==> src/rtl/overlay_mixer.sv <==
// Overlay mixer: tracks active-area x/y, pops overlay pixels inside a fixed
// window, keys out transparent pixels and re-times sync/DE with the data.
module overlay_mixer #(
   parameter int          hCountWidth = 12,
   parameter int          vCountWidth = 12,
   parameter int          overlayX    = 100,
   parameter int          overlayY    = 100,
   parameter int          overlayW    = 320,
   parameter int          overlayH    = 240,
   parameter logic [23:0] keyColour   = 24'hFF00FF
) (
   input  logic        clock,
   input  logic        reset_n,
   input  logic        deIn,
   input  logic        hSyncIn,
   input  logic        vSyncIn,
   input  logic [23:0] backgroundData,
   input  logic        overlayEnable,
   input  logic [23:0] pixelData,
   input  logic        pixelValid,
   output logic        pixelReady,
   output logic        frameStart,
   output logic        underflow,
   output logic        DE,
   output logic        HSYNC,
   output logic        VSYNC,
   output logic [23:0] data
);

   localparam int HW = hCountWidth + 1;
   localparam int VW = vCountWidth + 1;

   // one extra bit so x+W / y+H bounds cannot wrap
   localparam logic [HW-1:0] x_lo = HW'(overlayX);
   localparam logic [HW-1:0] x_hi = HW'(overlayX + overlayW);
   localparam logic [VW-1:0] y_lo = VW'(overlayY);
   localparam logic [VW-1:0] y_hi = VW'(overlayY + overlayH);

   logic [hCountWidth-1:0] x;
   logic [vCountWidth-1:0] y;
   logic [HW-1:0]          x_ext;
   logic [VW-1:0]          y_ext;
   logic                   in_window;
   logic                   vs_rise;
   logic                   de_fall;
   logic                   starve;
   logic [23:0]            pix_sel;

   assign x_ext = {1'b0, x};
   assign y_ext = {1'b0, y};

   assign in_window = (x_ext >= x_lo) && (x_ext < x_hi) &&
                      (y_ext >= y_lo) && (y_ext < y_hi);

   assign pixelReady = reset_n & deIn & in_window & overlayEnable;

   // DE/VSYNC registers double as the edge-detect history
   assign vs_rise = vSyncIn & ~VSYNC;
   assign de_fall = DE & ~deIn;
   assign starve  = pixelReady & ~pixelValid;

   always_comb begin
      pix_sel = backgroundData;
      if (!deIn)
         pix_sel = 24'h0;
      else if (pixelReady && pixelValid && pixelData != keyColour)
         pix_sel = pixelData;
   end

   always_ff @(posedge clock or negedge reset_n) begin
      if (!reset_n) begin
         x <= '0;
      end else if (!deIn) begin
         x <= '0;
      end else if (!(&x)) begin
         x <= x + 1'b1;
      end
   end

   always_ff @(posedge clock or negedge reset_n) begin
      if (!reset_n) begin
         y <= '0;
      end else if (vs_rise) begin
         y <= '0;
      end else if (de_fall && !(&y)) begin
         y <= y + 1'b1;
      end
   end

   always_ff @(posedge clock or negedge reset_n) begin
      if (!reset_n) begin
         DE         <= 1'b0;
         HSYNC      <= 1'b0;
         VSYNC      <= 1'b0;
         data       <= 24'h0;
         frameStart <= 1'b0;
      end else begin
         DE         <= deIn;
         HSYNC      <= hSyncIn;
         VSYNC      <= vSyncIn;
         data       <= pix_sel;
         frameStart <= vs_rise;
      end
   end

   // set beats the frame-start clear
   always_ff @(posedge clock or negedge reset_n) begin
      if (!reset_n) begin
         underflow <= 1'b0;
      end else if (starve) begin
         underflow <= 1'b1;
      end else if (vs_rise) begin
         underflow <= 1'b0;
      end
   end

endmodule

==> config.mk <==
export PLATFORM = sky130hd
export DESIGN_NAME = overlay_mixer
export DESIGN_NICKNAME = d
export VERILOG_FILES = /design/src/rtl/overlay_mixer.sv
export SDC_FILE = /design/constraint.sdc
export NUM_CORES = 1
export LEC_CHECK = 0
export ABC_AREA = 1
export BUFFER_PORTS_ARGS = -buffer_cell sky130_fd_sc_hd__buf_2
export CAP_MARGIN = 30
export CORE_AREA = 2 2 82 84
export CTS_CLUSTER_SIZE = 8
export DETAILED_ROUTE_END_ITERATION = 10
export DIE_AREA = 0 0 84 86
export PLACE_DENSITY = 0.71
export SYNTH_ARGS = -nofsm -noshare
export SYNTH_HDL_FRONTEND = slang
export SYNTH_SLANG_ARGS = --single-unit
==> constraint.sdc <==
create_clock -name clock -period 1.58 [get_ports clock]
set_clock_uncertainty 0.05 [all_clocks]
set_input_delay 0.316 -clock clock [delete_from_list [all_inputs] [get_ports clock]]
set_output_delay 0.316 -clock clock [all_outputs]
set_load 0.05 [all_outputs]
# Word-level counts from Yosys, hierarchy flattened
# Index checks and enable logic that the tools add are counted.
dict set report op_classes {
  bitwise 9
  eq_ne 2
  magnitude_cmp 4
  mux 8
  reduce_logical 11
  addsub 2
}
# op count
set ops {}
lappend ops {{two-way mux 12 bit} 4}
lappend ops {{two-way mux 24 bit} 2}
lappend ops {{adder 12 x 1 -> 12 bit (second input constant)} 2}
lappend ops {{greater-or-equal comparator 12 x 7 -> 1 bit (second input constant)} 2}
lappend ops {{less-than comparator 12 x 9 -> 1 bit (second input constant)} 2}
lappend ops {{!= test 24 bit (second input constant)} 1}
lappend ops {{AND reduction 12 bit} 2}
lappend ops {{AND 1 bit} 6}
lappend ops {{logical AND 1 bit} 6}
lappend ops {{nonzero test 2 bit} 2}
lappend ops {{inverter 1 bit} 3}
lappend ops {{two-way mux 1 bit} 2}
lappend ops {{!= test 2 bit (second input constant)} 1}
lappend ops {{logical NOT 1 bit} 1}
dict set report totals {
  ff_bits 53
  input_bits 55
  wordCells 44
  output_inout_bits 30
}

# Logic depth before layout (Yosys ltp)
# Gate-level depths: netlist (run 1).
dict set report logic_depth {
  word_depth 10
  depth_mapped 12
  mapped_depth_nobuf 12
}

# Least setup slack after synthesis (run 1)
# No wires, ideal clock.
dict set report synth_path {
  kind {input to register}
  startpoint {in deIn}
  endpoint {reg data[10]}
  setup_time_ns 0.117
  arrival_ns 1.774
  slack_ns -0.361
  cell_stages 12
  required_time_ns 1.413
  cell_sequence {buf_4 > inv_2 > nor2_1 > nand3_1 > nor2_1 > nand3_1 > nor2_2 > nand2_2 > buf_6 > buf_6 > nor2_1 > nor2_1}
}
dict set report synth_between {
  elab_chain_cells 7
}
# element line_no
set synth_lines {}
lappend synth_lines {{from (decl)} 14} ;# input logic deIn,
lappend synth_lines {{AND 1 bit (3 in a row)} 55} ;# assign pixelReady = reset_n & deIn & in_window & overlayEnable;
lappend synth_lines {{via pixelReady} 21} ;# output logic pixelReady,
lappend synth_lines {{logical AND 1 bit (2 in a row)} 66} ;# else if (pixelReady && pixelValid && pixelData != keyColour)
lappend synth_lines {{two-way mux 24 bit} 66}
lappend synth_lines {{two-way mux 24 bit} 64} ;# if (!deIn)
lappend synth_lines {{via pix_sel[10]} 47} ;# logic [23:0] pix_sel;
lappend synth_lines {{to (signal assigned)} 101} ;# data <= pix_sel;
lappend synth_lines {{to (decl)} 27} ;# output logic [23:0] data
# The timed path passes the listed nets, and every way through them passes these cells.
# A chain may end at the register's enable or synchronous reset.

# Worst setup path after layout (run 1)
dict set report layout_path {
  startpoint {reg x[9]}
  endpoint {out pixelReady}
}
dict set report layout_between {
  elab_chain_cells 6
  elab_cells_between_ends 7
  cone_classes {2 x order compare; 2 x bitwise; 3 x reduce/logical}
}
# element line_no
set layout_lines {}
lappend layout_lines {{from (decl)} 39} ;# logic [hCountWidth-1:0] x;
lappend layout_lines {{from (signal assigned)} 76} ;# x <= x + 1'b1;
lappend layout_lines {{greater-or-equal comparator 12 x 7 -> 1 bit / less-than comparator 12 x 9 -> 1 bit (equally long branches)} 52} ;# assign in_window = (x_ext >= x_lo) && (x_ext < x_hi) &&
lappend layout_lines {{logical AND 1 bit * (2 in a row)} 52}
lappend layout_lines {{logical AND 1 bit *} 53} ;# (y_ext >= y_lo) && (y_ext < y_hi);
lappend layout_lines {{AND 1 bit * (2 in a row)} 55}
lappend layout_lines {{to (decl)} 21}
# Mark *: on every way between the ends. The rest lies on a longest branch, timed or not.

==> metrics.yaml, run 1 <==
timing:
  tightest_slew_ns: 0.676
  min_period_over_period_pct: 117
  slew_viol_final: 0
  final.setup.tns_ns: -5.22
  worst_slack_ns: -0.270
  timing.fmax_ghz: 0.540
  hold_viol_final: 0
  fin_crit_ns: 1.85
  setup_viol: 34
  rsz0062_at_grt: "true"
  slew_headroom_pct: 54.9
pwr:
  p_int_mw: 2.08
  power_switching_uw: 892
  clkPwrFrac_pct: 33.2
  power_density_nw_per_um2: 695
  power_mw: 2.97
  p_leak_nw: 2.33
  netSwitchingFraction_pct: 30.0
  pwr-share-seq_pct: 48.0
  power.share.combinational_pct: 18.8
  ir_drop_mv: 0.734
cts:
  cts_made_buffers: 5
  insertion_delay_ns: 0.31
  clk_pin_slew_ns: 0.11
  clock_path_buffers: 2
  cts.sinks: 53
  htree_levels: 2
  root_buffer: "clkbuf_8"
  cts_tree: "done"
  postCtsHoldBufs: 0
global_route:
  grt_pass1_wl_mm: 13.0
  overflow: 0
  grt_max_degree: 54
  antenna_found_initial: 0
  grt_pass1_vias: 2924
  grt_usage_pct: 22.1
detailed_routing:
  drtPass1Iterations: 4
  routed_wl_mm: 8.34
  drc_errors: 0
  via_count: 2998
  ant_nets: 0
  drtIter0Drc: 184
  vias_per_cell: 4.94
  drt-wirelength-per-cell_um: 13.7
die:
  die_w_um: 84
  io-pin-count: 85
  die_height_um: 86
  core-area_um2: 6280
  rows: 29
  start_util_pct: 44.7
  dieArea_um2: 7220
logic_synthesis:
  synth_cell_types: 26
  synth_warnings: 0
  yosysTopAreaCellShare_pct: 47.2
  synth.top_cells.by_area: "dfrtp_1, nand2_1, nor2_1"
  netlist_area_um2: 2810
  yosysTopAreaCell: "dfrtp_1"
  ys_seq_area_share_pct: 47.2
  synthCells: 397
  syn_nets: 456
  async_flop_share_pct: 100
  ys.flop_type: "dfrtp_1"
  ys_seq_elements: 53
  avgSynthCellArea_um2: 7.07
  synth_enable_flop_cells: 0
worst_setup_path:
  worstPathMaxFanout: 2
  end_kind: "primary output"
  arrival_ns: 1.48
  worstPathRequired_ns: 1.21
  worst-path-buf-inv: 1
  critPathTopFamily: "simple AND/OR/NAND/NOR gates"
  start_kind: "register"
  slowest_delay_ns: 0.41
  critPathKind: "register to primary output"
  crit_chain: "nor2_2 -> nand3_2 -> nor2_1 -> nand3_1 -> nor2_4 -> buf_6"
  crit_slowest_cell: "dfrtp_1"
status:
  status: "finished, violations left"
  violations: "setup timing"
finish:
  n_fill_cell: 484
  diodes: 0
  drive_gt1_share_pct: 46.2
  syn_to_final_growth_pct: 52.2
  fin_nets: 588
flow_run:
  maxCapViolations: 0
place:
  portBuffers: 84
  post-dp-hpwl_mm: 4.94
  pre_cts_ws_ns: -0.0238
  gp_congestion: 0.879
min_path:
  holdCritPathClass: "input pin to register"
## cell usage after synthesis (2+ instances only)
cell      count
inv_1        56
a31oi_1       2
ha_1          4
buf_2         2
nand2_2       3
nor3_1        7
o21ai_0      17
inv_2         6
dfrtp_1      53
clkbuf_1      3
a211oi_1      2
nor2_1       86
clkinv_1      2
nand2_1     105
nand4_1       4
a21oi_1       8
o21ai_1       7
nand3_1      20
buf_6         3
## power by group through the flow
stage	registers (mW)	logic [mW]	clock network [mW]
final	1.43	0.559	0.987
after global routing	1.43	0.607	1.05
after CTS	1.42	0.473	0.994
after detailed placement	1.45	0.468	0
after global placement	1.45	0.458	0
after floorplan	1.59	0.124	0
## state kept, by name, summed over array words and instances (netlist names)
register	count
DE	1
HSYNC	1
VSYNC	1
data	24
frameStart	1
underflow	1
x	12
y	12
## cell usage in the layout, fill, tap and decap left out, types with 7 or more instances in the layout
master	n
a21oi_1	7
buf_2	83
buf_4	40
dfrtp_1	53
inv_1	52
inv_2	9
nand2_1	57
nand2_2	38
nand2_4	11
nand3_1	14
nor2_1	68
nor2_2	16
o21ai_0	11
o21ai_2	8
## per-layer routing
| metal | up-vias | share of wire, % | track usage, % |
|---|---|---|---|
| li1 | 1474 | - | - |
| met3 | 14 | 6.4 | 5.20 |
| met1 | 1402 | 41 | 28.1 |
| met4 | 0 | 1.5 | 5.13 |
| met2 | 108 | 51 | 38.5 |
| met5 | - | 0 | 0 |
## worst paths after layout
path	start	to	slack, ns	cells past startpoint
worst min-delay path	hSyncIn	HSYNC$_DFF_PN0_	0.05	1
max in group asynchronous	reset_n	frameStart$_DFF_PN0_	0.93	2
min in group asynchronous	reset_n	y[11]$_DFFE_PN0P_	0.09	2
worst min register to register	VSYNC$_DFF_PN0_	frameStart$_DFF_PN0_	0.42	1
worst max-delay path	x[9]$_DFFE_PN0P_	pixelReady	-0.27	6
worst max register to register	x[9]$_DFFE_PN0P_	data[22]$_DFF_PN0_	-0.22	11
## kinds of logic after synthesis
logic type	count (synthesis)	share of synthesized area [%]
simple gates	228	32.8
buf+inv	74	10.9
flops	53	47.2
compound gates	38	7.31
fa+ha+maj	4	1.78
## what timing repair did
action,CTS,global route
pin swaps,5,26
buffers inserted,1,5
cloned,4,2
setup endpoints to repair,14,44
gates resized for setup,9,120
## cell type report
type / instances / area, um^2 / share of cell area (%)
repair buffers: 135 / 952 / 22.3
clock inverters: 3 / 47.5 / 1.11
clock buffers: 5 / 68.8 / 1.61
well taps: 77 / 96.3 / 2.25
flip-flops and latches: 53 / 1330 / 31.0
inverters: 64 / 250 / 5.85
multi-input cells: 270 / 1530 / 35.9
## stage by stage
step	area [um^2]	hold WS (ns)	utilization (%)	std cells
after floorplan	2820	-0.0296	-	397
after global placement	3570	0.364	56.8	587
after detailed placement	3570	0.379	56.8	587
after CTS	3850	0.0463	61.3	600
after global routing	4270	0.0463	68.1	607
final	4270	0.0538	68.1	607
Note: power is estimated with default switching activity, not from simulation.
==> inputs of run 2 (changes only) <==
--- a/config.mk
+++ b/config.mk
@@ -8,11 +8,11 @@
 export ABC_AREA = 1
 export BUFFER_PORTS_ARGS = -buffer_cell sky130_fd_sc_hd__buf_2
 export CAP_MARGIN = 30
-export CORE_AREA = 2 2 82 84
+export CORE_AREA = 8 8 100 79
 export CTS_CLUSTER_SIZE = 8
 export DETAILED_ROUTE_END_ITERATION = 10
-export DIE_AREA = 0 0 84 86
-export PLACE_DENSITY = 0.71
+export DIE_AREA = 0 0 108 87
+export PLACE_DENSITY = 0.72
 export SYNTH_ARGS = -nofsm -noshare
 export SYNTH_HDL_FRONTEND = slang
 export SYNTH_SLANG_ARGS = --single-unit
==> run 2 against run 1 <==
The run still ends with setup timing left; die area increased by 30%; setup slack improved by 0.015 ns; via count decreased by 4.4%; total power decreased by 6.8%; sequential power about the same; maximum frequency increased by 0.84%; clock power decreased by 13%; flip-flop and latch count unchanged; critical path depth unchanged; first-iteration DRC count decreased by 18%; clock-buffer cell count increased by 2; register-to-register slack about the same; critical path type unchanged; critical endpoint unchanged.
==> metrics.yaml, run 2 (synthesis results as in run 1) <==
worst_setup_path:
  critPathKind: "register to primary output"  # unchanged
  worstPathMaxFanout: 2  # unchanged
  startpoint: "y[9]$_DFFE_PN0P_"  # was x[9]$_DFFE_PN0P_
  start_kind: "register"  # unchanged
  r2r_start: "y[9]$_DFFE_PN0P_"  # was x[9]$_DFFE_PN0P_
  end_kind: "primary output"  # unchanged
  timing.reg2reg.setup_slack_ns: -0.22  # about the same
  arrival_ns: 1.47  # was 1.48 ns
  worstPathRequired_ns: 1.21  # about the same
finish:
  largest_reg_flops: 24  # unchanged
  n_fill_cell: 572  # was 484
  final_common_cell: "nand2_1"  # was buf_2
  top_regs: "data (24), x (12), y (12)"  # unchanged
  diodes: 0  # unchanged
  regMostFlops: "data"  # unchanged
  layout_common_cells: "nand2_1, buf_2, nor2_1"  # was buf_2, nor2_1, nand2_1
  syn_to_final_growth_pct: 40.9  # was 52.2%
  postLayoutCellArea_um2: 3960  # was 4270 um^2
  drive_gt1_share_pct: 35.0  # was 46.2%
  utilization_pct: 61.1  # was 68.1%
  fin_nets: 581  # was 588
cts:
  cts.sinks: 53  # unchanged
  cts_tree: "done"  # unchanged
  clk_pin_slew_ns: 0.10  # was 0.11 ns
  clock_path_buffers: 2  # unchanged
  postCtsHoldBufs: 0  # unchanged
  insertion_delay_ns: 0.31  # about the same
  cts_made_buffers: 5  # unchanged
  root_buffer: "clkbuf_8"  # unchanged
  htree_levels: 2  # unchanged
timing:
  slew_viol_final: 0  # unchanged
  hold_viol_final: 0  # unchanged
  worst_slack_ns: -0.255  # was -0.270 ns
  rsz0062_at_grt: "true"  # unchanged
  slew_headroom_pct: 54.6  # was 54.9%
  hold_ws_ns: 0.0670  # was 0.0538 ns
  fin_crit_ns: 1.84  # was 1.85 ns
  setup_viol: 26  # was 34
  tightest_slew_ns: 0.681  # was 0.676 ns
  min_period_over_period_pct: 116  # was 117%
  timing.fmax_ghz: 0.545  # was 0.540 GHz
place:
  dpl_cell_area_um2: 3560  # was 3570 um^2
  post-dp-hpwl_mm: 5.70  # was 4.94 mm
  portBuffers: 84  # unchanged
  pre_cts_ws_ns: -0.0300  # was -0.0238 ns
  gp_congestion: 0.871  # was 0.879
die:
  die_w_um: 108  # was 84 um
  dieArea_um2: 9400  # was 7220 um^2
  start_util_pct: 43.4  # was 44.7%
  die_height_um: 87  # was 86 um
  rows: 26  # was 29
  io-pin-count: 85  # unchanged
  core-area_um2: 6470  # was 6280 um^2
status:
  violations: "setup timing"  # unchanged
  status: "finished, violations left"  # unchanged
pwr:
  power_density_nw_per_um2: 701  # was 695 nW/um^2
  ir_drop_mv: 0.370  # was 0.734 mV
  p_leak_nw: 2.26  # was 2.33 nW
min_path:
  min_from: "hSyncIn"  # unchanged
  holdCritPathClass: "input pin to register"  # unchanged
global_route:
  antenna_found_initial: 0  # unchanged
  overflow: 0  # unchanged
  grt_pass1_wl_mm: 13.2  # was 13.0 mm
  grt_max_degree: 54  # unchanged
  grt_pass1_vias: 2940  # was 2924
  grt_usage_pct: 17.2  # was 22.1%
detailed_routing:
  drt-wirelength-per-cell_um: 13.1  # was 13.7 um
  via_count: 2867  # was 2998
  drc_errors: 0  # unchanged
  vias_per_cell: 4.72  # was 4.94
  ant_nets: 0  # unchanged
  drtIter0Drc: 151  # was 184
  drtPass1Iterations: 5  # was 4
  routed_wl_mm: 7.93  # was 8.34 mm
flow_run:
  maxCapViolations: 0  # unchanged
run 2: cell count changes in the layout (fill, tap and decap cells not counted), moves of 3 or more:
cell / previous run / this run
nand2_1: 57 / 96
nand2_4: 11 / 5
nand2_2: 38 / 6
nor2_2: 16 / 4
nor2_1: 68 / 80
buf_4: 40 / 37
o21ai_1: 5 / 8
run 2: final timing paths:
check / depth (start not counted) / end
setup / recovery: 6 / pixelReady
hold / removal: 1 / HSYNC$_DFF_PN0_
setup reg to reg: 11 / data[14]$_DFF_PN0_
hold reg to reg: 1 / frameStart$_DFF_PN0_
max in group asynchronous: 2 / data[7]$_DFF_PN0_
min in group asynchronous: 2 / y[0]$_DFFE_PN0P_
run 2: per-stage QoR:
step / TNS (ns) / std cells / power, mW
floorplan: -4.11 / 397 / 1.71
global placement: -0.0175 / 592 / 1.91
detailed placement: -0.0702 / 592 / 1.92
CTS: -2.65 / 603 / 2.77
global route: -6.78 / 607 / 2.92
finish: -3.84 / 607 / 2.77
run 2: power breakdown:
part | switching (mW) | leakage, nW | total, mW | internal [mW]
Clock | 0.456 | 0.0542 | 0.854 | 0.397
Sequential | 0.0183 | 0.702 | 1.42 | 1.41
Combinational | 0.332 | 1.50 | 0.493 | 0.162
run 2: what timing repair did:
action | 4_1_cts | 5_1_grt
pin swaps | 1 | 10
setup endpoints to repair | 17 | 45
gates cloned | 2 | 0
resized for setup | 15 | 50
buffers inserted | 1 | 5
run 2: layout make-up:
| cell class | count | area, um^2 | share of cell area (%) |
|---|---|---|---|
| Timing Repair Buffer | 128 | 828 | 20.9 |
| Clock buffer | 7 | 96.3 | 2.44 |
| Inverter | 64 | 248 | 6.26 |
| Tap cell | 84 | 105 | 2.66 |
| Sequential cell | 53 | 1330 | 33.5 |
| Clock inverter | 1 | 5.00 | 0.127 |
| Multi-Input combinational cell | 270 | 1350 | 34.0 |
run 2: layer usage:
metal,up-vias,track usage [%],routed length [um]
met5,-,0,0
li1,1462,-,-
met4,0,3.52,41
met2,82,27.3,3740
met1,1317,21.8,3450
met3,6,6.36,696
run 2: worst max-delay path: stages (launching register included):
cell	delay (ns)
dfrtp_1	0.40
nor2_2	0.13
nand3_1	0.10
nor2_1	0.13
nand3_2	0.11
nor2_4	0.13
buf_8	0.16
